<file path="config.mk">
export PLATFORM = sky130hd
export DESIGN_NAME = host_access_port
export DESIGN_NICKNAME = d
export VERILOG_FILES = /design/src/rtl/host_pkg.sv /design/src/rtl/rd_align_pipe.sv /design/src/rtl/host_access_port.sv
export SDC_FILE = /design/constraint.sdc
export NUM_CORES = 1
export LEC_CHECK = 0
export ABC_CLOCK_PERIOD_IN_PS = 5700
export CORE_ASPECT_RATIO = 0.9
export CORE_UTILIZATION = 27
export DETAILED_ROUTE_END_ITERATION = 16
export PLACE_DENSITY = 0.67
export SLEW_MARGIN = 30
export SYNTH_ARGS = -nofsm -noshare
export SYNTH_HDL_FRONTEND = slang
export SYNTH_HIERARCHICAL = 1
export SYNTH_SLANG_ARGS = --single-unit
</file>
<file path="constraint.sdc">
create_clock -name clk -period 5.7 [get_ports clk]
set_input_delay 1.14 -clock clk [delete_from_list [all_inputs] [get_ports clk]]
set_output_delay 1.14 -clock clk [all_outputs]
set_load 0.02 [all_outputs]
</file>
<file path="src/rtl/host_pkg.sv">
// Shared encodings for the host access port: command opcodes, target channel
// indices, control-word bit positions and the controller state type.
package host_pkg;

  typedef enum logic [1:0] {
    OP_NOP   = 2'b00,
    OP_WRITE = 2'b01,
    OP_READ  = 2'b10,
    OP_CTRL  = 2'b11
  } op_e;

  localparam int TGT_ICACHE  = 0;
  localparam int TGT_DCACHE  = 1;
  localparam int TGT_REGFILE = 2;
  localparam int TGT_SPARE   = 3;

  // Control commands reuse the address field as a small flag word.
  localparam int CTRL_HALT_BIT    = 0;
  localparam int CTRL_CLR_ERR_BIT = 1;

  typedef enum logic [1:0] {
    IDLE  = 2'b00,
    WRITE = 2'b01,
    READ  = 2'b10,
    DRAIN = 2'b11
  } state_e;

endpackage

</file>
<file path="src/rtl/rd_align_pipe.sv">
// Delay line that carries read valid/last/channel tag for RD_LAT cycles so the
// tag lines up with the data coming back from the target memories.
module rd_align_pipe #(
  parameter int RD_LAT = 1,
  parameter int TAG_W  = 2
) (
  input  logic             clk,
  input  logic             reset,
  input  logic             in_valid_i,
  input  logic             in_last_i,
  input  logic [TAG_W-1:0] in_tag_i,
  output logic             out_valid_o,
  output logic             out_last_o,
  output logic [TAG_W-1:0] out_tag_o,
  output logic             inflight_o
);

  logic             valid_q [RD_LAT];
  logic             last_q  [RD_LAT];
  logic [TAG_W-1:0] tag_q   [RD_LAT];

  always_ff @(posedge clk) begin
    if (reset) begin
      for (int i = 0; i < RD_LAT; i++) begin
        valid_q[i] <= 1'b0;
        last_q[i]  <= 1'b0;
        tag_q[i]   <= '0;
      end
    end else begin
      valid_q[0] <= in_valid_i;
      last_q[0]  <= in_valid_i & in_last_i;
      tag_q[0]   <= in_tag_i;
      for (int i = 1; i < RD_LAT; i++) begin
        valid_q[i] <= valid_q[i-1];
        last_q[i]  <= last_q[i-1];
        tag_q[i]   <= tag_q[i-1];
      end
    end
  end

  assign out_valid_o = valid_q[RD_LAT-1];
  assign out_last_o  = last_q[RD_LAT-1];
  assign out_tag_o   = tag_q[RD_LAT-1];

  // The output stage is being delivered this cycle; only earlier stages still count as in flight.
  generate
    if (RD_LAT > 1) begin : g_inflight
      logic [RD_LAT-2:0] early_valid;
      for (genvar gi = 0; gi < RD_LAT - 1; gi++) begin : g_early
        assign early_valid[gi] = valid_q[gi];
      end
      assign inflight_o = |early_valid;
    end else begin : g_no_inflight
      assign inflight_o = 1'b0;
    end
  endgenerate

endmodule

</file>
<file path="src/rtl/host_access_port.sv">
// Host-side access controller: turns loader commands into single or burst
// accesses on the CPU storage channels and holds the core while the host owns them.
module host_access_port
  import host_pkg::*;
#(
  parameter int ADDR_W = 32,
  parameter int DATA_W = 32,
  parameter int N_TGT  = 4,
  parameter int RD_LAT = 1,
  parameter int LEN_W  = 4
) (
  input  logic                     clk,
  input  logic                     reset,
  input  logic                     cmd_valid,
  output logic                     cmd_ready,
  input  logic [1:0]               cmd_op,
  input  logic [$clog2(N_TGT)-1:0] cmd_tgt,
  input  logic [ADDR_W-1:0]        cmd_addr,
  input  logic [LEN_W-1:0]         cmd_len,
  input  logic                     wdata_valid,
  input  logic [DATA_W-1:0]        wdata,
  output logic                     wdata_ready,
  output logic                     rdata_valid,
  output logic [DATA_W-1:0]        rdata,
  output logic                     rdata_last,
  output logic [N_TGT-1:0]         tgt_en,
  output logic                     tgt_we,
  output logic [ADDR_W-1:0]        tgt_addr,
  output logic [DATA_W-1:0]        tgt_wdata,
  input  logic [N_TGT*DATA_W-1:0]  tgt_rdata,
  output logic                     core_halt,
  output logic                     err
);

  localparam int TGT_W = $clog2(N_TGT);

  state_e            state_q, state_d;
  logic [TGT_W-1:0]  tgt_q, tgt_d;
  logic [ADDR_W-1:0] addr_q, addr_d;
  logic [LEN_W-1:0]  cnt_q, cnt_d;
  logic              halt_q, halt_d;
  logic              err_q, err_d;

  logic              wr_beat;
  logic              rd_issue;
  logic              access;
  logic              last_beat;
  logic              set_err;
  logic              clr_err;
  logic              pipe_valid;
  logic              pipe_last;
  logic              pipe_inflight;
  logic [TGT_W-1:0]  pipe_tag;
  logic [DATA_W-1:0] chan_rdata [N_TGT];

  assign wr_beat   = (state_q == WRITE) && wdata_valid;
  assign rd_issue  = (state_q == READ);
  assign access    = wr_beat || rd_issue;
  assign last_beat = (cnt_q == '0);

  always_comb begin
    state_d = state_q;
    tgt_d   = tgt_q;
    addr_d  = addr_q;
    cnt_d   = cnt_q;
    halt_d  = halt_q;
    set_err = 1'b0;
    clr_err = 1'b0;
    case (state_q)
      IDLE: begin
        if (cmd_valid) begin
          case (op_e'(cmd_op))
            OP_WRITE, OP_READ: begin
              tgt_d   = cmd_tgt;
              addr_d  = cmd_addr;
              cnt_d   = cmd_len;
              halt_d  = 1'b1;
              state_d = (op_e'(cmd_op) == OP_WRITE) ? WRITE : READ;
              // Unmapped channels still run the burst so the host protocol stays in step.
              set_err = (int'(cmd_tgt) >= N_TGT);
            end
            OP_CTRL: begin
              halt_d  = cmd_addr[CTRL_HALT_BIT];
              clr_err = cmd_addr[CTRL_CLR_ERR_BIT];
            end
            default: ;
          endcase
        end
      end
      WRITE: begin
        if (wdata_valid) begin
          addr_d = addr_q + ADDR_W'(1);
          if (last_beat) begin
            state_d = IDLE;
          end else begin
            cnt_d = cnt_q - LEN_W'(1);
          end
        end
      end
      READ: begin
        addr_d = addr_q + ADDR_W'(1);
        if (last_beat) begin
          state_d = DRAIN;
        end else begin
          cnt_d = cnt_q - LEN_W'(1);
        end
      end
      DRAIN: begin
        if (!pipe_inflight) begin
          state_d = IDLE;
        end
      end
      default: state_d = IDLE;
    endcase
    if (wdata_valid && (state_q != WRITE)) begin
      set_err = 1'b1;
    end
    err_d = set_err ? 1'b1 : (clr_err ? 1'b0 : err_q);
  end

  always_ff @(posedge clk) begin
    if (reset) begin
      state_q <= IDLE;
      tgt_q   <= '0;
      addr_q  <= '0;
      cnt_q   <= '0;
      halt_q  <= 1'b1;
      err_q   <= 1'b0;
    end else begin
      state_q <= state_d;
      tgt_q   <= tgt_d;
      addr_q  <= addr_d;
      cnt_q   <= cnt_d;
      halt_q  <= halt_d;
      err_q   <= err_d;
    end
  end

  rd_align_pipe #(
    .RD_LAT (RD_LAT),
    .TAG_W  (TGT_W)
  ) u_rd_align (
    .clk         (clk),
    .reset       (reset),
    .in_valid_i  (rd_issue),
    .in_last_i   (last_beat),
    .in_tag_i    (tgt_q),
    .out_valid_o (pipe_valid),
    .out_last_o  (pipe_last),
    .out_tag_o   (pipe_tag),
    .inflight_o  (pipe_inflight)
  );

  generate
    for (genvar gi = 0; gi < N_TGT; gi++) begin : g_chan
      assign tgt_en[gi]     = access && (tgt_q == TGT_W'(gi));
      assign chan_rdata[gi] = tgt_rdata[gi*DATA_W +: DATA_W];
    end
  endgenerate

  // Returns tagged with an unmapped channel read back as zero.
  always_comb begin
    rdata = '0;
    if (pipe_valid && (int'(pipe_tag) < N_TGT)) begin
      rdata = chan_rdata[pipe_tag];
    end
  end

  assign cmd_ready   = (state_q == IDLE);
  assign wdata_ready = (state_q == WRITE);
  assign rdata_valid = pipe_valid;
  assign rdata_last  = pipe_last;
  assign tgt_we      = wr_beat;
  assign tgt_addr    = addr_q;
  assign tgt_wdata   = wr_beat ? wdata : '0;
  assign core_halt   = halt_q;
  assign err         = err_q;

endmodule

</file>
=== Word level (Yosys, flattened, before mapping) ===
Memories as Yosys holds them, arrays and structs flattened.
Index checks and enable logic that the tools add are counted.

* Memory bits (read-only): 0
* Bits in latches: 0
* RAM bits: 4
* Bits of input ports: 204
* Memories kept: 3
* Register bits after elaboration: 42

{| class="wikitable"
|+ Memory list
! memory !! words !! bits a word !! rd ports !! clocked after memory_dff !! write ports !! line !! RTL
|-
| u_rd_align.tag_q || 1 || 2 || 1 || 0 || 1 || rd_align_pipe.sv:20 || <nowiki>logic [TAG_W-1:0] tag_q [RD_LAT];</nowiki>
|-
| u_rd_align.last_q || 1 || 1 || 1 || 0 || 1 || rd_align_pipe.sv:19 || <nowiki>logic last_q [RD_LAT];</nowiki>
|-
| u_rd_align.valid_q || 1 || 1 || 1 || 0 || 1 || rd_align_pipe.sv:18 || <nowiki>logic valid_q [RD_LAT];</nowiki>
|}

* Magnitude comparators: 1
* Bitwise gates (word level): 2
* Add/subtract/negate cells: 2
* $mul: 0
* Multiplexer cells: 37
* Shift operators: 0
* Div/mod/pow operators: 0
* Reduce and logical (&&, ||, !) cells: 21
* Equal/unequal tests: 15

{| class="wikitable"
|+ Operators with widths
! operator !! count
|-
| 32-bit 2-to-1 mux || 7
|-
| 32-bit one-hot mux with 3 select lines || 1
|-
| 32-bit binary-select mux with 2-bit select || 1
|-
| 32-bit by 1-bit adder with 32-bit output (second input constant) || 1
|-
| 4-bit 2-to-1 mux || 4
|-
| 1-bit 2-to-1 mux || 14
|-
| 2-bit 2-to-1 mux || 7
|-
| 2-bit equality test (second input constant) || 6
|-
| 4-bit one-hot mux with 3 select lines || 1
|-
| 2-bit by 1-bit != test with 1-bit output (second input constant) || 4
|-
| 2-bit one-hot mux with 4 select lines || 1
|-
| 2-bit by 1-bit equality test with 1-bit output (second input constant) || 3
|-
| 1-bit logical AND || 6
|-
| 3-bit AND reduction || 2
|-
| 5-bit AND reduction || 1
|-
| 2-bit zero test || 2
|-
| 4-bit zero test || 1
|-
| 2-bit != test (second input constant) || 2
|-
| 4-bit AND reduction || 1
|-
| 2-bit nonzero test || 2
|-
| 2-bit OR reduction || 2
|-
| 4-bit by 1-bit subtractor with 4-bit output (second input constant) || 1
|-
| 3-bit >= comparator (second input constant) || 1
|-
| 2-bit inverter with 3-bit output || 1
|-
| 5 further kinds || 6
|}

=== Depth between registers and ports, before layout ===
Gate-level depths: netlist of run 1.

* Depth in word-level cells: 6
* Depth in mapped cells: 9
* Gate-level depth less buffers: 7

=== Hierarchy ===
The synthesis of run 1 kept the hierarchy.

{| class="wikitable"
|+ Modules (own cells, without submodules)
! module !! instances !! cells each !! area an instance (um^2) !! seq. area each (um^2)
|-
| host_access_port || 1 || 492 || 3972.6 || 840.8
|-
| rd_align_pipe || 1 || 10 || 118.9 || 80.1
|}

=== Worst setup path after synthesis of run 1 ===
OpenSTA, ideal clock, no wires.

* Path kind: input port to output port
* Start: input wdata_valid
* End: output tgt_en[1]
* Slack: 2.540 ns
* Required time: 4.560 ns
* Path buffers: 0
* Arrival time: 2.020 ns
* Stages on the path: 3
* Cells stage by stage: and2_1 nor2_1 nor3b_1

* Word-level cells in the longest chain between the ends: 3

{| class="wikitable"
|+ RTL lines
! item !! line !! RTL
|-
| from (decl) || host_access_port.sv:20 || <nowiki>input logic wdata_valid,</nowiki>
|-
| 1-bit logical AND || host_access_port.sv:56 || <nowiki>assign wr_beat = (state_q == WRITE) && wdata_valid;</nowiki>
|-
| 1-bit logical OR || host_access_port.sv:58 || <nowiki>assign access = wr_beat || rd_issue;</nowiki>
|-
| 1-bit logical AND || host_access_port.sv:156 || <nowiki>assign tgt_en[gi] = access && (tgt_q == TGT_W'(gi));</nowiki>
|-
| to (decl) || host_access_port.sv:26 || <nowiki>output logic [N_TGT-1:0] tgt_en,</nowiki>
|}

Every way passes these cells.

=== Worst setup path in the final report of run 1 ===
* Start: input wdata_valid
* End: output tgt_en[3]

Same word-level chain as after synthesis.

==> results of run 1 <==
[kinds of logic (layout without fill, tap and decap cells)]
kind of cell,Yosys count,in the layout,synth area share
AO/OA/AOI/OAI,112,112,0.1639
adder cells (fa/ha/maj),10,10,0.03058
buffers and inverters,54,337,0.05321
flip-flops,46,46,0.2251
multiplexers,42,42,0.2009
other,1,2,0.0009166
AND/OR/NAND/NOR,237,237,0.3254
[sequential cells by signal, indices dropped and copies added, names as in the netlist]
signal              flops
tgt_q                   2
tgt_addr               32
u_rd_align/tag_q        2
core_halt               1
state_q                 2
err                     1
cnt_q                   4
u_rd_align/last_q       1
u_rd_align/valid_q      1
[cells in the mapped netlist (9+ instances only)]
cell / number / share of area
a21oi_1: 37 / 0.045
and2_1: 34 / 0.052
and3_1: 42 / 0.064
clkbuf_1: 31 / 0.028
dfxtp_1: 46 / 0.23
ha_1: 10 / 0.031
inv_1: 11 / 0.010
mux2i_1: 9 / 0.022
mux4_2: 32 / 0.18
nand2_1: 30 / 0.028
nand3_1: 18 / 0.022
nand4_1: 15 / 0.023
nor2_1: 37 / 0.034
nor2b_1: 15 / 0.023
nor3_1: 13 / 0.016
nor4_1: 9 / 0.014
o21ai_0: 28 / 0.034
[worst min-delay path: cells and delay by family (launching register included)]
family,cells,cell delay (ps)
simple gates,1,70
flops,1,340
compound gates,1,70
[area by class of cell]
cell class | instances | area share
Clock inverter | 1 | 0.001000
Multi-Input combinational cell | 402 | 0.3955
Inverter | 12 | 0.006002
Sequential cell | 46 | 0.1232
Antenna cell | 1 | 0.0003334
Tap cell | 198 | 0.03301
Timing Repair Buffer | 317 | 0.4205
Clock buffer | 7 | 0.02051
[power by group]
| group | switching, mW | total [mW] | internal, mW |
|---|---|---|---|
| Clock | 0.135 | 0.325 | 0.190 |
| Sequential | 0.180 | 0.613 | 0.432 |
| Combinational | 0.717 | 1.37 | 0.653 |
| Total | 1.03 | 2.31 | 1.28 |
[stage by stage]
stage                     hold slack (ps)  cells  setup slack, ps
final                               520.1    984             1572
after global routing                561.5    984             1392
after CTS                           528.6    983             1554
after detailed placement            513.3    975             1560
after global placement              466.5    975             1614
after floorplan                     464.7    502             2540
[per-layer routing]
layer  vias to the layer above  part of all wire
li1                       2451                 -
met1                      2484              0.42
met2                       216              0.52
met3                        19             0.047
met4                         0             0.016
met5                         -                 0
[how the worst max path moves through the flow]
stage	start	end	slack, ps	cells after the start
floorplan	wdata_valid	tgt_en[1]	2540	3
global placement	wdata_valid	tgt_en[1]	1610	6
detailed placement	wdata_valid	tgt_en[2]	1560	6
CTS	wdata_valid	tgt_en[2]	1550	6
global route	wdata_valid	tgt_en[2]	1390	6
finish	wdata_valid	tgt_en[3]	1570	6
==> flow_metrics.env, run 1 <==
export IMPL_vias=5170
export IMPL_root_buffer="clkbuf_16"
export IMPL_n_fill_cell=1380
export IMPL_cts_sinks=46
export IMPL_fin_total_pwr_mw=2.308
export IMPL_syn2layout_area_growth_pct=83.43
export IMPL_slowest_stage="clkdlybuf4s50_1"
export IMPL_core_area_sq_um=14770
export IMPL_die_w_microns=131.8
export IMPL_mostFrequentLayoutCells="clkdlybuf4s50_1 (310), dfxtp_1 (45), and3_1 (42), nor2_1 (37), a21oi_1 (37)"
export IMPL_crit_top_cell="clkdlybuf4s50_1"
export IMPL_syn_area_sq_um=4091
export IMPL_postSynthAreaPerCell_sq_um=8.150
export IMPL_critPathKind="in -> out"
export IMPL_wirelength_microns=17930
export IMPL_worst_setup_path_start_kind="input pin"
export IMPL_numPortBuffers=310
export IMPL_ys_warn_count=6
export IMPL_ys_seq_area_frac=0.2251
export IMPL_maxCapViolations=0
export IMPL_slowest_delay_ps=530
export IMPL_fin_area_sq_um=7505
export IMPL_p_per_area_nw_per_um2=307.6
export IMPL_status="finished, final reports clean"
export IMPL_rsz0062_at_grt="no"
export IMPL_reg2regPathDepth=8
export IMPL_crit_path_end_kind="primary output"
export IMPL_ios=311
export IMPL_max_freq_ghz=0.2422
export IMPL_nets=998
export IMPL_clockBufferDepth=2
export IMPL_holdBufCountCts=0
export IMPL_setup_violations=0
export IMPL_place_congestion=0.9391
export IMPL_drv_slew=0
export IMPL_drt_iter0_drc=377
export IMPL_rr_startpoint="state_q[1]"
export IMPL_min_to="cnt_q[2]"
export IMPL_cpLargestDelayFamily="buffers and inverters"
export IMPL_cts_tree="yes"
export IMPL_min_from="cnt_q[2]"
export IMPL_path_clk_slew_ps=60
export IMPL_worst_path_buf_inv=3
export IMPL_cts_setup_buffers=0
export IMPL_rows=42
export IMPL_htree_levels=2
export IMPL_antenna_found_initial=1
export IMPL_tightest_slew_ps=853.6
export IMPL_cp_arrival_ps=2990
export IMPL_clock_latency_ps=290
export IMPL_async_reset_ff_frac=0
export IMPL_regArea_sq_um=924.6
export IMPL_reg2reg_slack_ps=2950
export IMPL_min_path_cells=2
export IMPL_grt_max_degree=49
export IMPL_synth_seq_cells=46
export IMPL_synth_nets=716
export IMPL_synth_edff_count=0
export IMPL_busiest_layer="met2"
export IMPL_min_period_over_period=0.7242
export IMPL_placed_cell_area_sq_um=7332
export IMPL_grt_first_pass_wirelength_microns=28090
export IMPL_grtUsageMet1=0.2805
export IMPL_final_common_cell="clkdlybuf4s50_1"
export IMPL_cp_max_fo=35
export IMPL_cts_resized=0
export IMPL_fin_tns_setup_ps=0
export IMPL_grtUsageMet3=0.02789
export IMPL_worst_ep_required_time_ps=4560
export IMPL_drtPass1Iterations=5
export IMPL_grt_ovfl_total=0
export IMPL_leakagePower_nw=2.764
export IMPL_grt_pass1_vias=5019
export IMPL_initial_core_util=0.2771
export IMPL_routedWlPerCell_microns=18.22
export IMPL_hpwl_microns=13990
export IMPL_synthFlopType="dfxtp_1"
export IMPL_ant_nets=0
export IMPL_final_util=0.5082
export IMPL_avgViaCountPerCell=5.254
export IMPL_max_slew_margin_rel=0.4302
export IMPL_hold_viol_final=0
export IMPL_ys_types=52
export IMPL_drcViolationCount=0
export IMPL_cts_inserted_buffers=5
export IMPL_clock_skew_ps=10.51
export IMPL_r2r_end="tgt_addr[29]"
export IMPL_hp_class="reg -> reg"
export IMPL_syn_inst=502
export IMPL_met2_usage=0.4134
export IMPL_fp_dieH_microns=118.8
export IMPL_period_minus_slack_ps=4128
export IMPL_multiInputGateArea_sq_um=2968
export IMPL_cp_cell_sequence="clkdlybuf4s50_1 -> buf_4 -> and2_1 -> nor2_1 -> and3b_1 -> clkdlybuf4s50_1"
export IMPL_ir_drop_v=0.0002043
export IMPL_drive_gt1_frac=0.06752
export IMPL_dieArea_sq_um=15650
export IMPL_grt_usage=0.2263
No activity file was read; power rests on OpenSTA's default activity.
==> run 2, diff against run 1 <==
--- a/config.mk
+++ b/config.mk
@@ -5,7 +5,7 @@
 export SDC_FILE = /design/constraint.sdc
 export NUM_CORES = 1
 export LEC_CHECK = 0
-export ABC_CLOCK_PERIOD_IN_PS = 5700
+export ABC_CLOCK_PERIOD_IN_PS = 3850
 export CORE_ASPECT_RATIO = 0.9
 export CORE_UTILIZATION = 27
 export DETAILED_ROUTE_END_ITERATION = 16
==> constraint.sdc (replaced) <==
create_clock -name clk -period 3.85 [get_ports clk]
set_input_delay 0.77 -clock clk [delete_from_list [all_inputs] [get_ports clk]]
set_output_delay 0.77 -clock clk [all_outputs]
set_load 0.02 [all_outputs]
==> flow_metrics.env, run 2 (same netlist as run 1, synthesis figures left out) <==
export IMPL_largest_reg_flops=32
export IMPL_grt_usage=0.2237
export IMPL_period_minus_slack_ps=3184
export IMPL_holdBufCountCts=0
export IMPL_ant_nets=0
export IMPL_grt_max_degree=48
export IMPL_mostFrequentLayoutCells="clkdlybuf4s50_1 (310), dfxtp_1 (45), and3_1 (42), nor2_1 (37), a21oi_1 (37)"
export IMPL_drive_gt1_frac=0.07224
export IMPL_ir_drop_v=0.0003190
export IMPL_hp_class="reg -> reg"
export IMPL_tightest_slew_ps=853.9
export IMPL_crit_path_end_kind="primary output"
export IMPL_clock_latency_ps=290
export IMPL_syn2layout_area_growth_pct=83.91
export IMPL_setup_violations=0
export IMPL_reg2reg_slack_ps=1270
export IMPL_hold_viol_final=0
export IMPL_crit_start="u_rd_align/tag_q[0][0]"
export IMPL_drtPass1Iterations=7
export IMPL_cts_sinks=46
export IMPL_p_per_area_nw_per_um2=454.0
export IMPL_fp_dieH_microns=118.8
export IMPL_place_congestion=0.9322
export IMPL_placed_cell_area_sq_um=7360
export IMPL_min_from="state_q[1]"
export IMPL_final_common_cell="clkdlybuf4s50_1"
export IMPL_hpwl_microns=14020
export IMPL_critPathKind="reg -> out"
export IMPL_numPortBuffers=310
export IMPL_root_buffer="clkbuf_16"
export IMPL_dieArea_sq_um=15650
export IMPL_cts_tree="yes"
export IMPL_drt_iter0_drc=373
export IMPL_ios=311
export IMPL_rr_startpoint="state_q[1]"
export IMPL_antenna_found_initial=2
export IMPL_core_area_sq_um=14770
export IMPL_cp_arrival_ps=2410
export IMPL_htree_levels=2
export IMPL_drv_slew=0
export IMPL_grt_ovfl_total=0
export IMPL_rows=42
export IMPL_routedWlPerCell_microns=17.99
export IMPL_final_util=0.5096
export IMPL_worst_setup_path_start_kind="flip-flop"
export IMPL_fin_tns_setup_ps=0
export IMPL_die_w_microns=131.8
export IMPL_initial_core_util=0.2771
export IMPL_leakagePower_nw=2.779
export IMPL_avgViaCountPerCell=5.141
export IMPL_worst_ep_required_time_ps=3080
export IMPL_clockBufferDepth=2
export IMPL_grt_first_pass_wirelength_microns=27750
export IMPL_max_freq_ghz=0.3141
export IMPL_rsz0062_at_grt="no"
export IMPL_vias=5084
export IMPL_cts_resized=0
export IMPL_nets=1002
export IMPL_cts_setup_buffers=0
export IMPL_status="finished, final reports clean"
export IMPL_cp_max_fo=32
export IMPL_wirelength_microns=17790
export IMPL_grt_pass1_vias=4960
export IMPL_clock_skew_ps=8.070
export IMPL_fin_total_pwr_mw=3.416
export IMPL_drcViolationCount=0
export IMPL_maxCapViolations=0
export IMPL_max_slew_margin_rel=0.4300
export IMPL_fin_area_sq_um=7525
export IMPL_path_clk_slew_ps=60
export IMPL_min_period_over_period=0.8269
export IMPL_cts_inserted_buffers=5
run 2: cell count changes in the layout (fill, tap and decap cells not counted), sizes merged:
| cell | change |
|---|---|
| clkbuf | -1 |
| clkinv | +2 |
| inv | -1 |
| buf | +4 |
| diode | +1 |
run 2: final cells by class:
class	count	area (sq um)
Sequential cell	46	922.1
Inverter	12	45.04
Multi-Input combinational cell	402	2968
Tap cell	198	247.7
Clock inverter	2	12.51
Antenna cell	2	5.005
Fill cell	1382	7242
Clock buffer	6	138.9
Timing Repair Buffer	321	3186
run 2: worst paths after layout:
| check | endpoint | cells after the start |
|---|---|---|
| max | rdata[10] | 4 |
| min | state_q[1] | 2 |
| max reg2reg | tgt_addr[31] | 7 |
| min reg2reg | state_q[1] | 2 |
run 2: stage by stage:
step | instances | worst slack, ps | hold slack [ps]
after global placement | 979 | 593.1 | 469.8
final | 989 | 666.4 | 501.0
after detailed placement | 979 | 522.6 | 498.1
after global routing | 989 | 529.2 | 533.9
after floorplan | 502 | 1345 | 464.7
after CTS | 987 | 625.9 | 508.6
run 2: per-layer routing:
metal	up-vias	share of wire	global-route usage
li1	2462	-	-
met4	0	0.013	0.05233
met3	14	0.062	0.03561
met2	218	0.51	0.4005
met1	2390	0.42	0.2790
met5	-	0	0
run 2: power by group:
| part | internal, mW | leakage [nW] | switching (mW) | total [mW] |
|---|---|---|---|---|
| clock | 0.258 | 0.0729 | 0.201 | 0.459 |
| sequential | 0.640 | 0.378 | 0.260 | 0.900 |
| combinational | 0.990 | 2.33 | 1.07 | 2.06 |
run 2: worst max-delay path, cell delays in order, from the launching register on:
cell and delay, ps:
dfxtp_2 320, buf_4 490, mux4_2 570, and2_1 180, clkdlybuf4s50_1 570
==> run 3, diff against run 2 <==
--- a/config.mk
+++ b/config.mk
@@ -5,11 +5,11 @@
 export SDC_FILE = /design/constraint.sdc
 export NUM_CORES = 1
 export LEC_CHECK = 0
-export ABC_CLOCK_PERIOD_IN_PS = 3850
+export ABC_CLOCK_PERIOD_IN_PS = 2600
 export CORE_ASPECT_RATIO = 0.9
 export CORE_UTILIZATION = 27
 export DETAILED_ROUTE_END_ITERATION = 16
-export PLACE_DENSITY = 0.67
+export PLACE_DENSITY = 0.69
 export SLEW_MARGIN = 30
 export SYNTH_ARGS = -nofsm -noshare
 export SYNTH_HDL_FRONTEND = slang
==> constraint.sdc (replaced) <==
create_clock -name clk -period 2.6 [get_ports clk]
set_input_delay 0.52 -clock clk [delete_from_list [all_inputs] [get_ports clk]]
set_output_delay 0.52 -clock clk [all_outputs]
set_load 0.02 [all_outputs]
==> flow_metrics.env, run 3 (same netlist as run 1, synthesis figures left out) <==
export IMPL_cts_setup_buffers=0
export IMPL_mostFrequentLayoutCells="clkdlybuf4s50_1 (263), dfxtp_1 (45), and3_1 (42), a21oi_1 (37), nor2_1 (36)"
export IMPL_final_util=0.5198
export IMPL_wirelength_microns=18550
export IMPL_grt_usage=0.2299
export IMPL_placed_cell_area_sq_um=7525
export IMPL_r2r_end="tgt_addr[31]"
export IMPL_avgViaCountPerCell=5.270
export IMPL_p_per_area_nw_per_um2=672.5
export IMPL_cts_sinks=46
export IMPL_pre_cts_slack_ps=-119.4
export IMPL_crit_path_end_kind="primary output"
export IMPL_fin_area_sq_um=7676
export IMPL_tightest_slew_ps=507.6
export IMPL_cp_arrival_ps=2020
export IMPL_leakagePower_nw=3.228
export IMPL_grt_ovfl_total=0
export IMPL_min_from="state_q[1]"
export IMPL_ir_drop_v=0.0004667
export IMPL_min_to="state_q[1]"
export IMPL_syn2layout_area_growth_pct=87.61
export IMPL_reg2reg_slack_ps=260
export IMPL_routedWlPerCell_microns=18.47
export IMPL_htree_levels=2
export IMPL_setup_violations=0
export IMPL_drv_slew=0
export IMPL_status="finished, final reports clean"
export IMPL_nets=1016
export IMPL_initial_core_util=0.2771
export IMPL_fin_total_pwr_mw=5.162
export IMPL_max_freq_ghz=0.3934
export IMPL_reg2regPathDepth=8
export IMPL_clockBufferDepth=2
export IMPL_drive_gt1_frac=0.08966
export IMPL_root_buffer="clkbuf_16"
export IMPL_grt_max_degree=44
export IMPL_final_common_cell="clkdlybuf4s50_1"
export IMPL_clock_skew_ps=7.751
export IMPL_fin_ws_ps=58.23
export IMPL_core_area_sq_um=14770
export IMPL_rr_startpoint="state_q[1]"
export IMPL_drcViolationCount=0
export IMPL_cts_tree="yes"
export IMPL_min_path_cells=2
export IMPL_cts_inserted_buffers=5
export IMPL_hpwl_microns=14680
export IMPL_numPortBuffers=310
export IMPL_largest_reg_flops=32
export IMPL_maxCapViolations=0
export IMPL_place_congestion=0.9434
export IMPL_hp_class="reg -> reg"
export IMPL_grt_pass1_vias=5190
export IMPL_worst_setup_path_start_kind="input pin"
export IMPL_grt_first_pass_wirelength_microns=28370
export IMPL_period_minus_slack_ps=2542
export IMPL_die_w_microns=131.8
export IMPL_max_slew_margin_rel=0.6616
export IMPL_hold_viol_final=0
export IMPL_ios=311
export IMPL_critPathKind="in -> out"
export IMPL_worst_ep_required_time_ps=2080
export IMPL_clock_latency_ps=290
export IMPL_drt_iter0_drc=397
export IMPL_rows=42
export IMPL_ant_nets=0
export IMPL_vias=5291
export IMPL_path_clk_slew_ps=70
export IMPL_fin_tns_setup_ps=0
export IMPL_antenna_found_initial=4
export IMPL_fp_dieH_microns=118.8
export IMPL_cp_max_fo=34
export IMPL_dieArea_sq_um=15650
export IMPL_drtPass1Iterations=6
export IMPL_min_period_over_period=0.9776
run 3: cell types whose count changed in the layout (fill, tap and decap cells not counted), moves of 5 or more:
cell / previous run / this run
buf_12: 0 / 5
buf_4: 11 / 19
clkdlybuf4s50_1: 310 / 263
dlygate4sd2_1: 0 / 34
dlymetal6s2s_1: 0 / 12
run 3: critical path: stages:
cell and delay (ps):
clkdlybuf4s50_1 500, buf_8 200, and3_1 180, clkdlybuf4s50_1 610
run 3: final cells by class:
type                            instances  area (sq um)
Sequential cell                        46         922.1
Clock buffer                            6         128.9
Clock inverter                          2         13.76
Timing Repair Buffer                  335          3349
Tap cell                              198         247.7
Fill cell                            1373          7091
Multi-Input combinational cell        402          2962
Antenna cell                            3         7.507
Inverter                               12         45.04
run 3: how the worst max path moves through the flow:
stage / start / to / slack, ps / cells past startpoint
floorplan: state_q[1] / tgt_en[1] / 350 / 5
global placement: tgt_rdata[1] / rdata[1] / -150 / 4
detailed placement: tgt_rdata[105] / rdata[9] / -120 / 4
CTS: wdata_valid / tgt_wdata[11] / 3 / 4
global route: wdata_valid / tgt_wdata[4] / -2 / 4
finish: wdata_valid / tgt_wdata[20] / 60 / 4
run 3: metrics by stage:
stage	hold slack, ps	cells
floorplan	464.7	502
finish	508.5	1004
CTS	508.2	1001
detailed placement	498.1	993
global placement	471.3	993
global route	524.3	1004
run 3: layer usage:
metal / global-route usage / vias up / part of all wire
met1: 0.2719 / 2488 / 0.39
met3: 0.05062 / 38 / 0.077
met5: 0 / - / 0.00097
met2: 0.4051 / 271 / 0.50
li1: - / 2492 / -
met4: 0.08503 / 2 / 0.031
run 3: repair_timing:
item,in CTS,in global routing
resized for setup,36,14
hold buffers,0,0
endpoints found under the setup margin,47,24
gates cloned,0,0
run 3: power breakdown:
group          switching (mW)  total (mW)  leakage (nW)  internal [mW]
sequential              0.363        1.31         0.378          0.948
combinational            1.66        3.21          2.78           1.55
clock                   0.283       0.641        0.0708          0.357
total                    2.30        5.16          3.23           2.86
